[config.mk]
export PLATFORM = sky130hd
export DESIGN_NAME = assignment_arbiter
export DESIGN_NICKNAME = d
export VERILOG_FILES = /design/src/rtl/assignment_arbiter.sv
export SDC_FILE = /design/constraint.sdc
export NUM_CORES = 1
export LEC_CHECK = 0
export ABC_CLOCK_PERIOD_IN_PS = 4100
export CAP_MARGIN = 20
export CORE_MARGIN = 2
export CORE_UTILIZATION = 40
export DETAILED_ROUTE_END_ITERATION = 6
export DONT_BUFFER_PORTS = 1
export PLACE_DENSITY_LB_ADDON = 0.15
export SYNTH_ARGS = -nofsm -noshare
export SYNTH_HDL_FRONTEND = slang
export SYNTH_SLANG_ARGS = --single-unit
[constraint.sdc]
create_clock -name CLK -period 4.1 [get_ports CLK]
set_clock_uncertainty 0.1 [all_clocks]
set_input_delay 0.41 -clock CLK [delete_from_list [all_inputs] [get_ports CLK]]
set_output_delay 0.41 -clock CLK [all_outputs]
set_load 0.05 [all_outputs]
[src/rtl/assignment_arbiter.sv]
// Round-robin session arbiter: one client at a time owns a start/next generator.
// The arbiter issues start itself, then forwards the owner's next calls until release.
module assignment_arbiter #(
  parameter int unsigned NUM_REQ  = 2,
  parameter int unsigned K_W      = 1,
  parameter int unsigned D_W      = 1,
  parameter int unsigned MAX_NEXT = 16,
  parameter int unsigned TIMEOUT  = 32
) (
  input  logic                     CLK,
  input  logic                     RST,
  input  logic [NUM_REQ-1:0]       req,
  output logic [NUM_REQ-1:0]       grant,
  input  logic [NUM_REQ-1:0]       EN_next_c,
  input  logic [NUM_REQ*K_W-1:0]   next_k_c,
  output logic [NUM_REQ-1:0]       RDY_next_c,
  output logic [D_W-1:0]           next_c,
  output logic [NUM_REQ-1:0]       preempt,
  output logic                     dut_EN_start,
  input  logic                     dut_RDY_start,
  output logic                     dut_EN_next,
  output logic [K_W-1:0]           dut_next_k,
  input  logic [D_W-1:0]           dut_next,
  input  logic                     dut_RDY_next
);

  localparam int unsigned IDX_W  = (NUM_REQ > 1) ? $clog2(NUM_REQ) : 1;
  localparam int unsigned CNT_W  = $clog2(MAX_NEXT + 1);
  localparam int unsigned IDLE_W = $clog2(TIMEOUT + 1);

  localparam logic [NUM_REQ-1:0] ONE      = NUM_REQ'(1);
  localparam logic [IDX_W:0]     NREQ     = (IDX_W + 1)'(NUM_REQ);
  localparam logic [IDX_W-1:0]   LAST     = IDX_W'(NUM_REQ - 1);
  localparam logic [CNT_W-1:0]   CNT_MAX  = CNT_W'(MAX_NEXT);
  localparam logic [CNT_W-1:0]   CNT_ONE  = CNT_W'(1);
  localparam logic [IDLE_W-1:0]  IDLE_MAX = IDLE_W'(TIMEOUT);
  localparam logic [IDLE_W-1:0]  IDLE_ONE = IDLE_W'(1);
  localparam logic [IDX_W-1:0]   IDX_ONE  = IDX_W'(1);

  typedef enum logic [1:0] {StIdle, StLaunch, StServe, StRelease} state_e;

  state_e              state;
  logic [IDX_W-1:0]    rr_ptr;
  logic [IDX_W-1:0]    gidx;
  logic [CNT_W-1:0]    cnt;
  logic [IDLE_W-1:0]   idle;

  logic [K_W-1:0]      k_arr [NUM_REQ];
  logic [2*NUM_REQ-1:0] req_rot;
  logic [IDX_W:0]      offset;
  logic [IDX_W:0]      pick_sum;
  logic [IDX_W-1:0]    pick;
  logic                req_own;
  logic                serving;
  logic                fire;
  logic [CNT_W-1:0]    cnt_nxt;
  logic [IDLE_W-1:0]   idle_nxt;

  for (genvar g = 0; g < NUM_REQ; g++) begin : g_k
    assign k_arr[g] = next_k_c[g*K_W +: K_W];
  end

  // Rotate so rr_ptr sits at bit 0; the lowest set bit is the next owner.
  always_comb begin
    req_rot = {req, req} >> rr_ptr;
    offset  = '0;
    for (int i = NUM_REQ - 1; i >= 0; i--) begin
      if (req_rot[i]) offset = (IDX_W + 1)'(i);
    end
    pick_sum = {1'b0, rr_ptr} + offset;
    pick     = (pick_sum >= NREQ) ? IDX_W'(pick_sum - NREQ) : pick_sum[IDX_W-1:0];
  end

  assign req_own      = req[gidx];
  assign serving      = !RST && (state == StServe);
  assign fire         = serving && EN_next_c[gidx] && dut_RDY_next;
  assign dut_EN_next  = fire;
  assign dut_EN_start = !RST && (state == StLaunch) && req_own && dut_RDY_start;
  assign RDY_next_c   = (serving && dut_RDY_next) ? (ONE << gidx) : '0;
  assign dut_next_k   = k_arr[gidx];
  assign next_c       = dut_next;

  always_comb begin
    cnt_nxt  = fire ? cnt + CNT_ONE : cnt;
    idle_nxt = fire ? '0 : ((idle == IDLE_MAX) ? idle : idle + IDLE_ONE);
  end

  always_ff @(posedge CLK) begin
    if (RST) begin
      state   <= StIdle;
      rr_ptr  <= '0;
      gidx    <= '0;
      cnt     <= '0;
      idle    <= '0;
      grant   <= '0;
      preempt <= '0;
    end else begin
      case (state)
        StIdle: begin
          preempt <= '0;
          if (|req) begin
            gidx  <= pick;
            grant <= ONE << pick;
            state <= StLaunch;
          end
        end
        StLaunch: begin
          if (!req_own) begin
            grant <= '0;
            state <= StRelease;
          end else if (dut_RDY_start) begin
            cnt   <= '0;
            idle  <= '0;
            state <= StServe;
          end
        end
        StServe: begin
          cnt  <= cnt_nxt;
          idle <= idle_nxt;
          if (!req_own || (cnt_nxt == CNT_MAX) || (idle_nxt == IDLE_MAX)) begin
            grant   <= '0;
            // A request drop outranks an idle timeout as the exit cause.
            preempt <= (req_own && (cnt_nxt != CNT_MAX) && (idle_nxt == IDLE_MAX)) ?
                       (ONE << gidx) : '0;
            state   <= StRelease;
          end
        end
        StRelease: begin
          preempt <= '0;
          rr_ptr  <= (gidx == LAST) ? '0 : gidx + IDX_ONE;
          state   <= StIdle;
        end
        default: state <= StIdle;
      endcase
    end
  end

endmodule

==> run_results.csv <==
group,metric,value,unit
status,run_status,"completed",
timing,finalMaxSlewViolations,0,
synthesis,ys_ff_latch,19,
clocking,cts-buffers-inserted,3,
die,ioPinCount,21,
critical_path,cp-end-kind,"register",
drt,drtIter0Drc,65,
pwr,power.internal,0.000336,W
timing,max_slew_margin,39.4,%
drt,drcViolationCount,0,
timing,fmax,333,MHz
pwr,pwr-share-comb,42.5,%
synthesis,synth_area,0.00136,sq mm
pwr,power.leakage,0.510,nW
clocking,hold_buffers,0,
die,die_area,0.00388,sq mm
drt,wl_per_cell,13.8,um
pwr,p_sw_share,44.2,%
die,core_area,0.00331,sq mm
run,drv_cap,0,
critical_path,rr_worst_depth,9,
synthesis,ys_seq_area_share,28.0,%
final_layout,final_area,0.00141,sq mm
critical_path,worst_setup_path_start_kind,"register",
placed_design,place_hpwl,2210,um
placed_design,io_buffers,0,
pwr,power.switching,0.000267,W
synthesis,syn_inst,167,
timing,period_minus_slack,3.01,ns
timing,worst_pin_slew,0.906,ns
clocking,h-tree-depth,1,
global_routing,grt_max_degree,25,
die,die_x,62.3,um
global_routing,grt_use_total,16.2,%
clocking,clockBufferDepth,2,
min_path,hold_depth,1,
synthesis,synth_cell_types,49,
synthesis,async_flop_share,0,%
min_path,hp-class,"primary input to register",
final_layout,final_layout_size_suffix_gt1_share,8.43,%
timing,hold_violations,0,
die,die_y,62.3,um
global_routing,grt-ovfl-total,0,
final_layout,nets,186,
drt,vias_per_cell,5.60,
clocking,root_buffer,"clkbuf_4",
pwr,p_clk_share,16.6,%
drt,num_vias,1187,
die,start_util,41.0,%
pwr,p_per_area,429,mW/mm^2
critical_path,crit_type,"register to register",
final_layout,areaGrowthSynthToFinish,3.50,%
critical_path,worstPathRequired,4.22,ns
synthesis,synthFlopType,"dfxtp_1",
final_layout,antenna_cells,0,
drt,routed_wl,2930,um
global_routing,grt_antenna_before_repair,0,
pwr,p_seq_share,40.9,%
final_layout,fill_cells,373,
drt,drtPass1Iterations,4,
clocking,cts_tree,"built",
synthesis,avgSynthCellArea,8.14,sq um
global_routing,grt_pass1_wl,5060,um
die,rows,21,
synthesis,ys.warnings.count,0,
drt,ant_nets,0,
placed_design,gp_congestion,0.803,
clocking,post_cts_resized,0,
clocking,cts.clk_slew.worst_paths,0.12,ns
critical_path,path_max_fanout,9,
global_routing,grt_pass1_vias,1135,
pwr,ir_drop,0.221,mV
timing,period_share,73.3,%
critical_path,arrival,3.13,ns
synthesis,syn_nets,186,
clocking,cts_sinks,19,
timing,rsz0062_at_grt,"no",
placed_design,place_area,0.00138,sq mm
timing,setup_viol,0,
timing,tns,0,ns
clocking,clk_latency,0.31,ns
clocking,post_cts_buffers,0,
synthesis,synth-edff-count,0,
-- path summary, 6_finish.rpt --
kind | from | to | slack [ns]
setup / recovery | state[0] | grant[0] | 1.09
hold / removal | RST | gidx | 0.05
setup reg to reg | state[0] | grant[0] | 1.09
hold reg to reg | idle[2] | idle[2] | 0.45
-- Yosys cell counts, types with 2 or more instances --
master    instances  area [sq um]
nor2b_1           2          12.5
nor3_1            7          35.0
nand2b_1          6          37.5
a211o_1           2          17.5
o21ai_0           8          40.0
or3_1             2          12.5
mux2i_1           7          70.1
a22oi_1           2          15.0
ha_1              8           100
dfxtp_1          19           380
buf_6             2          22.5
nand4_1           3          18.8
buf_4             2          15.0
nand3_1           6          30.0
o21a_1            2          15.0
nor2_1           24          90.1
a21oi_1          12          60.1
o211ai_1          2          15.0
nand2_1          11          41.3
clkbuf_1          2          7.51
inv_1            10          37.5
-- routing by layer --
layer  part of all wire (%)  global-route usage, %  vias up
li1                       -                      -      600
met1                     46                   20.2      558
met2                     48                   27.3       24
met3                    4.8                   3.62        5
met4                    1.5                   5.83        0
met5                      0                      0        -
-- power by group through the flow --
stage	Clock (W)	Sequential, W	Combinational (W)
floorplan	0	0.000241	0.000225
global placement	0	0.000250	0.000256
detailed placement	0	0.000250	0.000257
CTS	0.000104	0.000247	0.000259
global route	0.000110	0.000250	0.000287
finish	0.000100	0.000247	0.000256
-- placed cells by master, fill, tap and decap left out, types with 3 or more instances in the layout --
| master | count |
|---|---|
| clkbuf_4 | 3 |
| nand3_1 | 6 |
| ha_1 | 8 |
| nand4_1 | 3 |
| nor2_1 | 24 |
| nor3_1 | 7 |
| nand2b_1 | 6 |
| a21oi_1 | 12 |
| o21ai_0 | 8 |
| mux2i_1 | 7 |
| inv_1 | 10 |
| dfxtp_1 | 19 |
| nand2_1 | 11 |
-- critical path, stage by stage (launching register included) --
cell      delay, ns
dfxtp_1        0.40
inv_1          0.10
ha_1           0.37
nand3b_4       0.16
or2_1          0.29
clkinv_1       0.50
a221oi_4       0.44
o221ai_4       0.19
a211o_1        0.32
o41ai_2        0.05
-- layout make-up --
| class | count | area (sq um) | area share, % |
|---|---|---|---|
| clock buffer | 3 | 22.5 | 1.60 |
| clock inverter | 1 | 5.00 | 0.356 |
| tap | 46 | 57.6 | 4.09 |
| multi-input combinational | 131 | 892 | 63.4 |
| sequential | 19 | 380 | 27.0 |
| timing repair buffer | 1 | 7.51 | 0.534 |
| inverter | 11 | 41.3 | 2.94 |
-- through the flow --
stage,utilization [%],std cells,hold slack [ns],setup WS (ns),total power [W]
finish,42.5,212,0.0544,1.09,0.000603
global route,42.5,212,0.0334,0.875,0.000648
CTS,42.5,212,0.0458,1.09,0.000609
detailed placement,41.6,208,0.384,1.12,0.000507
global placement,41.6,208,0.382,1.22,0.000506
floorplan,-,167,0.388,1.51,0.000466
-- state kept, by name, indices dropped and copies added (netlist names) --
signal / cells
cnt: 5
gidx: 1
grant: 2
idle: 6
preempt: 2
rr_ptr: 1
state: 2
-- logic make-up after synthesis --
logic type	count (synthesis)	synth area share, %
buffers and inverters	17	6.35
muxes	8	5.99
DFF	19	28.0
adders and majority gates	9	8.10
AOI/OAI and AO/OA	42	24.2
and+or+nand+nor	72	27.4
Power figures use the tool's default switching activity.
